[src/rtl/keypad_pkg.sv]
// rtl/keypad_pkg.sv - shared constants, FSM encoding and event record for the keypad encoder
package keypad_pkg;

  localparam logic [15:0] KEYCODE_EMPTY = 16'hFFFF;
  localparam int          KEY_IDX_W     = 4;
  localparam int          EVT_W         = KEY_IDX_W + 1;

  typedef enum logic {
    ST_IDLE = 1'b0,
    ST_SCAN = 1'b1
  } scan_state_t;

  typedef struct packed {
    logic [KEY_IDX_W-1:0] key;
    logic                 press;
  } key_evt_t;

  // Raw matrix is active-low with key n on bit 15-n; debounced state is active-high, key n on bit n.
  function automatic logic [15:0] keycode_to_state(input logic [15:0] raw);
    logic [15:0] s;
    for (int n = 0; n < 16; n++) s[n] = ~raw[15-n];
    return s;
  endfunction

endpackage

[src/rtl/key_evt_fifo.sv]
// rtl/key_evt_fifo.sv - synchronous event FIFO with registered occupancy count
module key_evt_fifo #(
  parameter int FIFO_DEPTH = 4,
  parameter int WIDTH      = 5
) (
  input  logic             clk,
  input  logic             reset,
  input  logic             push,
  input  logic [WIDTH-1:0] push_data,
  input  logic             pop,
  output logic [WIDTH-1:0] pop_data,
  output logic             full,
  output logic             empty
);

  localparam int PTR_W = (FIFO_DEPTH > 1) ? $clog2(FIFO_DEPTH) : 1;
  localparam int CNT_W = $clog2(FIFO_DEPTH + 1);

  logic [WIDTH-1:0] mem [FIFO_DEPTH];
  logic [PTR_W-1:0] wr_ptr;
  logic [PTR_W-1:0] rd_ptr;
  logic [CNT_W-1:0] count;
  logic             do_wr;
  logic             do_rd;

  assign full     = (count == CNT_W'(FIFO_DEPTH));
  assign empty    = (count == '0);
  assign do_wr    = push && !full;
  assign do_rd    = pop && !empty;
  assign pop_data = empty ? '0 : mem[rd_ptr];

  // Depth is a power of two, so pointers wrap by natural overflow.
  always_ff @(posedge clk or negedge reset) begin
    if (!reset) begin
      wr_ptr <= '0;
      rd_ptr <= '0;
      count  <= '0;
    end else begin
      if (do_wr) begin
        mem[wr_ptr] <= push_data;
        wr_ptr      <= wr_ptr + PTR_W'(1);
      end
      if (do_rd) rd_ptr <= rd_ptr + PTR_W'(1);
      case ({do_wr, do_rd})
        2'b10:   count <= count + CNT_W'(1);
        2'b01:   count <= count - CNT_W'(1);
        default: count <= count;
      endcase
    end
  end

endmodule

[src/rtl/key_event_encoder.sv]
// rtl/key_event_encoder.sv - debounced 4x4 keypad scanner emitting ordered press/release events
module key_event_encoder
  import keypad_pkg::*;
#(
  parameter int DEBOUNCE_CYCLES = 1000,
  parameter int FIFO_DEPTH      = 4
) (
  input  logic        clk,
  input  logic        reset,
  input  logic [15:0] keycode,
  output logic        evt_valid,
  input  logic        evt_ready,
  output logic [3:0]  evt_key,
  output logic        evt_press,
  output logic [15:0] key_state,
  output logic        busy
);

  localparam int                CNT_W    = (DEBOUNCE_CYCLES > 1) ? $clog2(DEBOUNCE_CYCLES) : 1;
  localparam logic [CNT_W-1:0] STAB_MAX = CNT_W'(DEBOUNCE_CYCLES - 1);

  logic [15:0]          prev;
  logic [CNT_W-1:0]     stab_cnt;
  scan_state_t          state;
  logic [KEY_IDX_W-1:0] idx;
  logic [15:0]          target;
  logic [15:0]          target_now;
  logic                 stable;
  logic                 differs;
  logic                 fifo_full;
  logic                 fifo_empty;
  logic                 push;
  logic                 stall;
  key_evt_t             push_evt;
  key_evt_t             head_evt;

  assign target_now = keycode_to_state(prev);
  assign stable     = (stab_cnt == STAB_MAX);
  assign differs    = (target[idx] != key_state[idx]);
  assign push       = (state == ST_SCAN) && differs && !fifo_full;
  assign stall      = (state == ST_SCAN) && differs && fifo_full;
  assign push_evt   = '{key: idx, press: target[idx]};

  always_ff @(posedge clk or negedge reset) begin
    if (!reset) begin
      prev     <= KEYCODE_EMPTY;
      stab_cnt <= '0;
    end else begin
      prev <= keycode;
      if (keycode != prev)        stab_cnt <= '0;
      else if (stab_cnt != STAB_MAX) stab_cnt <= stab_cnt + CNT_W'(1);
    end
  end

  // Target is latched at scan start so matrix activity mid-scan only restarts debouncing.
  always_ff @(posedge clk or negedge reset) begin
    if (!reset) begin
      state     <= ST_IDLE;
      idx       <= '0;
      target    <= '0;
      key_state <= '0;
      busy      <= 1'b0;
    end else begin
      case (state)
        ST_IDLE: begin
          if (stable && (target_now != key_state)) begin
            state  <= ST_SCAN;
            target <= target_now;
            idx    <= '0;
            busy   <= 1'b1;
          end
        end
        ST_SCAN: begin
          if (!stall) begin
            if (push) key_state[idx] <= target[idx];
            idx <= idx + KEY_IDX_W'(1);
            if (idx == KEY_IDX_W'(15)) begin
              state <= ST_IDLE;
              busy  <= 1'b0;
            end
          end
        end
        default: state <= ST_IDLE;
      endcase
    end
  end

  key_evt_fifo #(
    .FIFO_DEPTH(FIFO_DEPTH),
    .WIDTH     (EVT_W)
  ) u_fifo (
    .clk      (clk),
    .reset    (reset),
    .push     (push),
    .push_data(push_evt),
    .pop      (evt_valid && evt_ready),
    .pop_data (head_evt),
    .full     (fifo_full),
    .empty    (fifo_empty)
  );

  assign evt_valid = !fifo_empty;
  assign evt_key   = head_evt.key;
  assign evt_press = head_evt.press;

endmodule

[config.mk]
export PLATFORM = sky130hd
export DESIGN_NAME = key_event_encoder
export DESIGN_NICKNAME = d
export VERILOG_FILES = /design/src/rtl/keypad_pkg.sv /design/src/rtl/key_evt_fifo.sv /design/src/rtl/key_event_encoder.sv
export SDC_FILE = /design/constraint.sdc
export NUM_CORES = 1
export LEC_CHECK = 0
export BUFFER_PORTS_ARGS = -buffer_cell sky130_fd_sc_hd__buf_2
export CAP_MARGIN = 5
export CORE_MARGIN = 4
export CORE_UTILIZATION = 50
export CTS_CLUSTER_SIZE = 8
export DETAILED_ROUTE_END_ITERATION = 7
export HOLD_SLACK_MARGIN = 0.06
export PLACE_DENSITY = 0.69
export SYNTH_ARGS = -nofsm -noshare
export SYNTH_HDL_FRONTEND = slang
export SYNTH_SLANG_ARGS = --single-unit
[constraint.sdc]
create_clock -name clk -period 4.57 [get_ports clk]
set_input_delay 0.2285 -clock clk [delete_from_list [all_inputs] [get_ports clk]]
set_output_delay 0.2285 -clock clk [all_outputs]
set_load 0.02 [all_outputs]
==> results by group <==
CTS
  – CTS tree: yes
  – Clk root buf: clkbuf_8
  – Max H-tree Level: 3
  – Clk sink count: a little over 90
  – CTS Buf Count: 9
  – Post CTS Setup Buffer Count: 0
  – Clk pin slew, worst setup/hold paths: approximately 0.1 ns
  – Worst-skew pair later-pin latency: 0.37 ns
  – Maximum root-to-sink buffer count: 2

Synthesis
  – Top-count cell post-synth: dfrtp_1
  – Synth Warn #: 0
  – Netlist cell types: 43
  – Syn Inst Count: ~380
  – Post-synth EDFFs: 20
  – Ranking of synthesized cells by area: dfrtp_1 (31%), edfxtp_1 (14%), dfstp_2 (9.5%)
  – Post-synthesis async set-or-reset flop share: 78.0%
  – Seq/Total Area, Yosys: 54.4%
  – Synth top area share: 31.3%
  – Top_reg_cell synth: dfrtp_1
  – Post-Syn Area: 4400 µm²
  – Register bit total from synthesis: 91
  – Syn Nets: slightly above 400
  – Most frequent cells after synthesis: dfrtp_1 (55), a21oi_1 (50), nor2_1 (38)
  – Largest area contributor in the netlist: dfrtp_1
  – Avg Cell Area, Syn: 11.7 µm²

STA
  – Final min period: 4.01 ns
  – Unrepaired setup endpoints after global routing: false
  – Clk_skew: about 0.012 ns
  – Max Clk Rate: 249 MHz
  – Setup TNS: 0 ns
  – Relative slew slack: between 30% and 40%
  – Worst slew pin tran: 0.998 ns
  – Final worst-path cycle share: between 80% and 90%
  – Hold Vio Cnt, Final: 0
  – Setup-failing EPs final: 0
  – Fin. max-slew vios: 0

Detailed routing
  – Vias post-DR: 3068
  – Drt wl/cell: between 15 and 20 µm
  – Routed Wire Length: 9640 µm
  – Detailed Routing Iterations Pass 1: 4
  – DRT antenna net count: 0
  – Vias/cell: 5.67
  – DRT iter0 DRCs: around 130
  – Post-route DRC violation count: 0

GRT
  – Final global-route overflow total: 0
  – Gr busiest metal: met1
  – Initial antenna violation count: 0
  – Met2 GRT Util: between 20% and 30%
  – First-pass GRT wire length: between 15000 and 20000 µm
  – Via count of the first global-routing pass: 3063
  – Overall global routing resource usage: 20.1%
  – Largest net degree at the start of global routing: 72
  – Met3 usage: 4.03%
  – GR Util met1: 30.1%

Floorplan
  – Die Y: 102 µm
  – Row count: 33
  – # IOs: 42
  – Die X: ~100 µm
  – Die Area: between 10000 and 15000 µm²
  – Core footprint: 8380 µm²
  – Initial core utilization: 52.5%

Placement
  – Final HPWL DP: 6750 µm
  – Placer Congestion: 0.912
  – Dpl cell area: 4670 µm²
  – I/O Buffers: a little over 40

Power
  – Clock share of power: 33.1%
  – Sequential power share: 56.7%
  – Power Density: 323 nW/µm²
  – Total Power: 1.62 mW
  – Logic gate share of total power: 10.2%
  – Int Pwr: 1.18 mW
  – Switching part of the total: between 20% and 30%
  – Leak: 2.19 nW
  – NetSw: 0.450 mW
  – Max VDD drop: 170 µV

Worst setup path
  – Slowest CP cell: mux4_1
  – Crit path cell chain: buf_4 -> mux4_1 -> and2_1 -> nor4_4 -> xnor2_1 -> and2_1 -> inv_1 -> ha_1 -> fa_1 -> xnor2_1 -> nor2_1 -> xor2_1
  – WP data required: 4.84 ns
  – Crit-path max FO: 11
  – Crit path arrival time: 4.28 ns
  – Top Family by Delay on Critical Path: simple AND/OR/NAND/NOR gates
  – Critical Path Start Type: register
  – Setup CP Type: reg2reg
  – Reg-to-reg setup timing slack: about 0.56 ns
  – CP max stage delay: 0.59 ns
  – Crit end category: register
  – WP buf/inv: 2

Run status
  – Status: finished, final reports clean

Layout
  – Synth-to-layout area growth: 14.1%
  – Core Util, Final: between 50 and 60%
  – Final instance area: around 5000 µm²
  – Layout cells sized above 1: 20.4%
  – N_diodes: 0
  – Layout Nets: 461

Min path
  – Hold Path Class: in2async

Job
  – Max capacitance violation total: 0
logic make-up (layout without fill, tap and decap cells):
family	after synthesis	in the layout	synth area share (%)
XOR/XNOR	46	46	9.15
adder cells (fa/ha/maj)	11	11	3.30
AO/OA/AOI/OAI	81	81	9.97
flip-flops	91	91	54.4
buffers and inverters	22	82	2.47
multiplexers	15	15	7.64
AND/OR/NAND/NOR	110	110	13.0
sequential cells by signal (all words and copies together), names as in the netlist:
signal	cells
u_fifo.count	3
stab_cnt	10
u_fifo.mem	20
key_state	16
target	16
state	1
prev	16
idx	4
u_fifo.wr_ptr	2
u_fifo.rd_ptr	2
busy	1
layer usage:
layer	share of wire, %	vias to the layer above	wire, µm
li1	-	1462	-
met1	47	1513	4570
met2	46	82	4400
met3	5.5	11	528
met4	1.5	0	146
met5	0	-	0
repair_timing:
item,4_1_cts,5_1_grt
hold buffers,16,0
resized for setup,0,0
endpoints found under the hold margin,16,0
power by group through the flow:
| stage | logic [mW] | registers [mW] | clock network [mW] |
|---|---|---|---|
| after global placement | 0.152 | 0.937 | 0 |
| after detailed placement | 0.159 | 0.939 | 0 |
| after floorplan | 0.138 | 0.902 | 0 |
| after global routing | 0.187 | 0.930 | 0.581 |
| after CTS | 0.170 | 0.923 | 0.545 |
| final | 0.166 | 0.921 | 0.538 |
final cells by class:
class                           count  area (µm²)
Clock buffer                       10         138
Clock inverter                      6        56.3
Fill cell                         686        3350
Inverter                            7        26.3
Multi-Input combinational cell    263        1900
Sequential cell                    91        2400
Tap cell                          105         131
Timing Repair Buffer               59         380
worst paths after layout:
| path | startpoint | cells after the start | endpoint |
|---|---|---|---|
| min in group clk | evt_ready | 3 | u_fifo.rd_ptr[0] |
| worst max-delay path | idx[0] | 12 | u_fifo.count[2] |
| worst max register to register | idx[0] | 12 | u_fifo.count[2] |
| max in group asynchronous | reset | 2 | u_fifo.wr_ptr[0] |
| worst min-delay path | reset | 2 | key_state[6] |
| worst min register to register | u_fifo.count[2] | 1 | u_fifo.count[2] |
metrics by stage:
step | instances | setup slack, ns | hold WS (ns)
after global routing | 541 | 0.233 | 0.242
final | 541 | 0.557 | 0.157
after CTS | 541 | 0.551 | 0.215
after global placement | 509 | 0.673 | 0.350
after detailed placement | 509 | 0.574 | 0.352
after floorplan | 376 | 1.42 | -0.0671
placed cells by master (no fill, tap or decap), types with 2 or more instances in the layout:
cell           netlist  layout
nor2b_1              2       2
dfstp_2             16      16
nor4_1               8       8
xnor2_1             24      24
nor2_1              38      38
inv_1                7       7
a21oi_1             50      50
buf_4                0       2
mux4_2               7       7
nand2_1             12      12
and3_1              10      10
clkbuf_8             0      10
dlygate4sd3_1        0      16
nand2b_1             4       4
buf_2                3      41
nand4_1              8       8
o21ai_0             21      21
edfxtp_1            20      20
mux4_1               6       6
dfrtp_1             55      55
o211ai_1             2       2
nand3_1             10      10
clkinv_4             0       2
inv_8                0       2
xor2_1              22      22
ha_1                10      10
and2_1              11      11
Note: power is estimated with default switching activity, not from simulation.
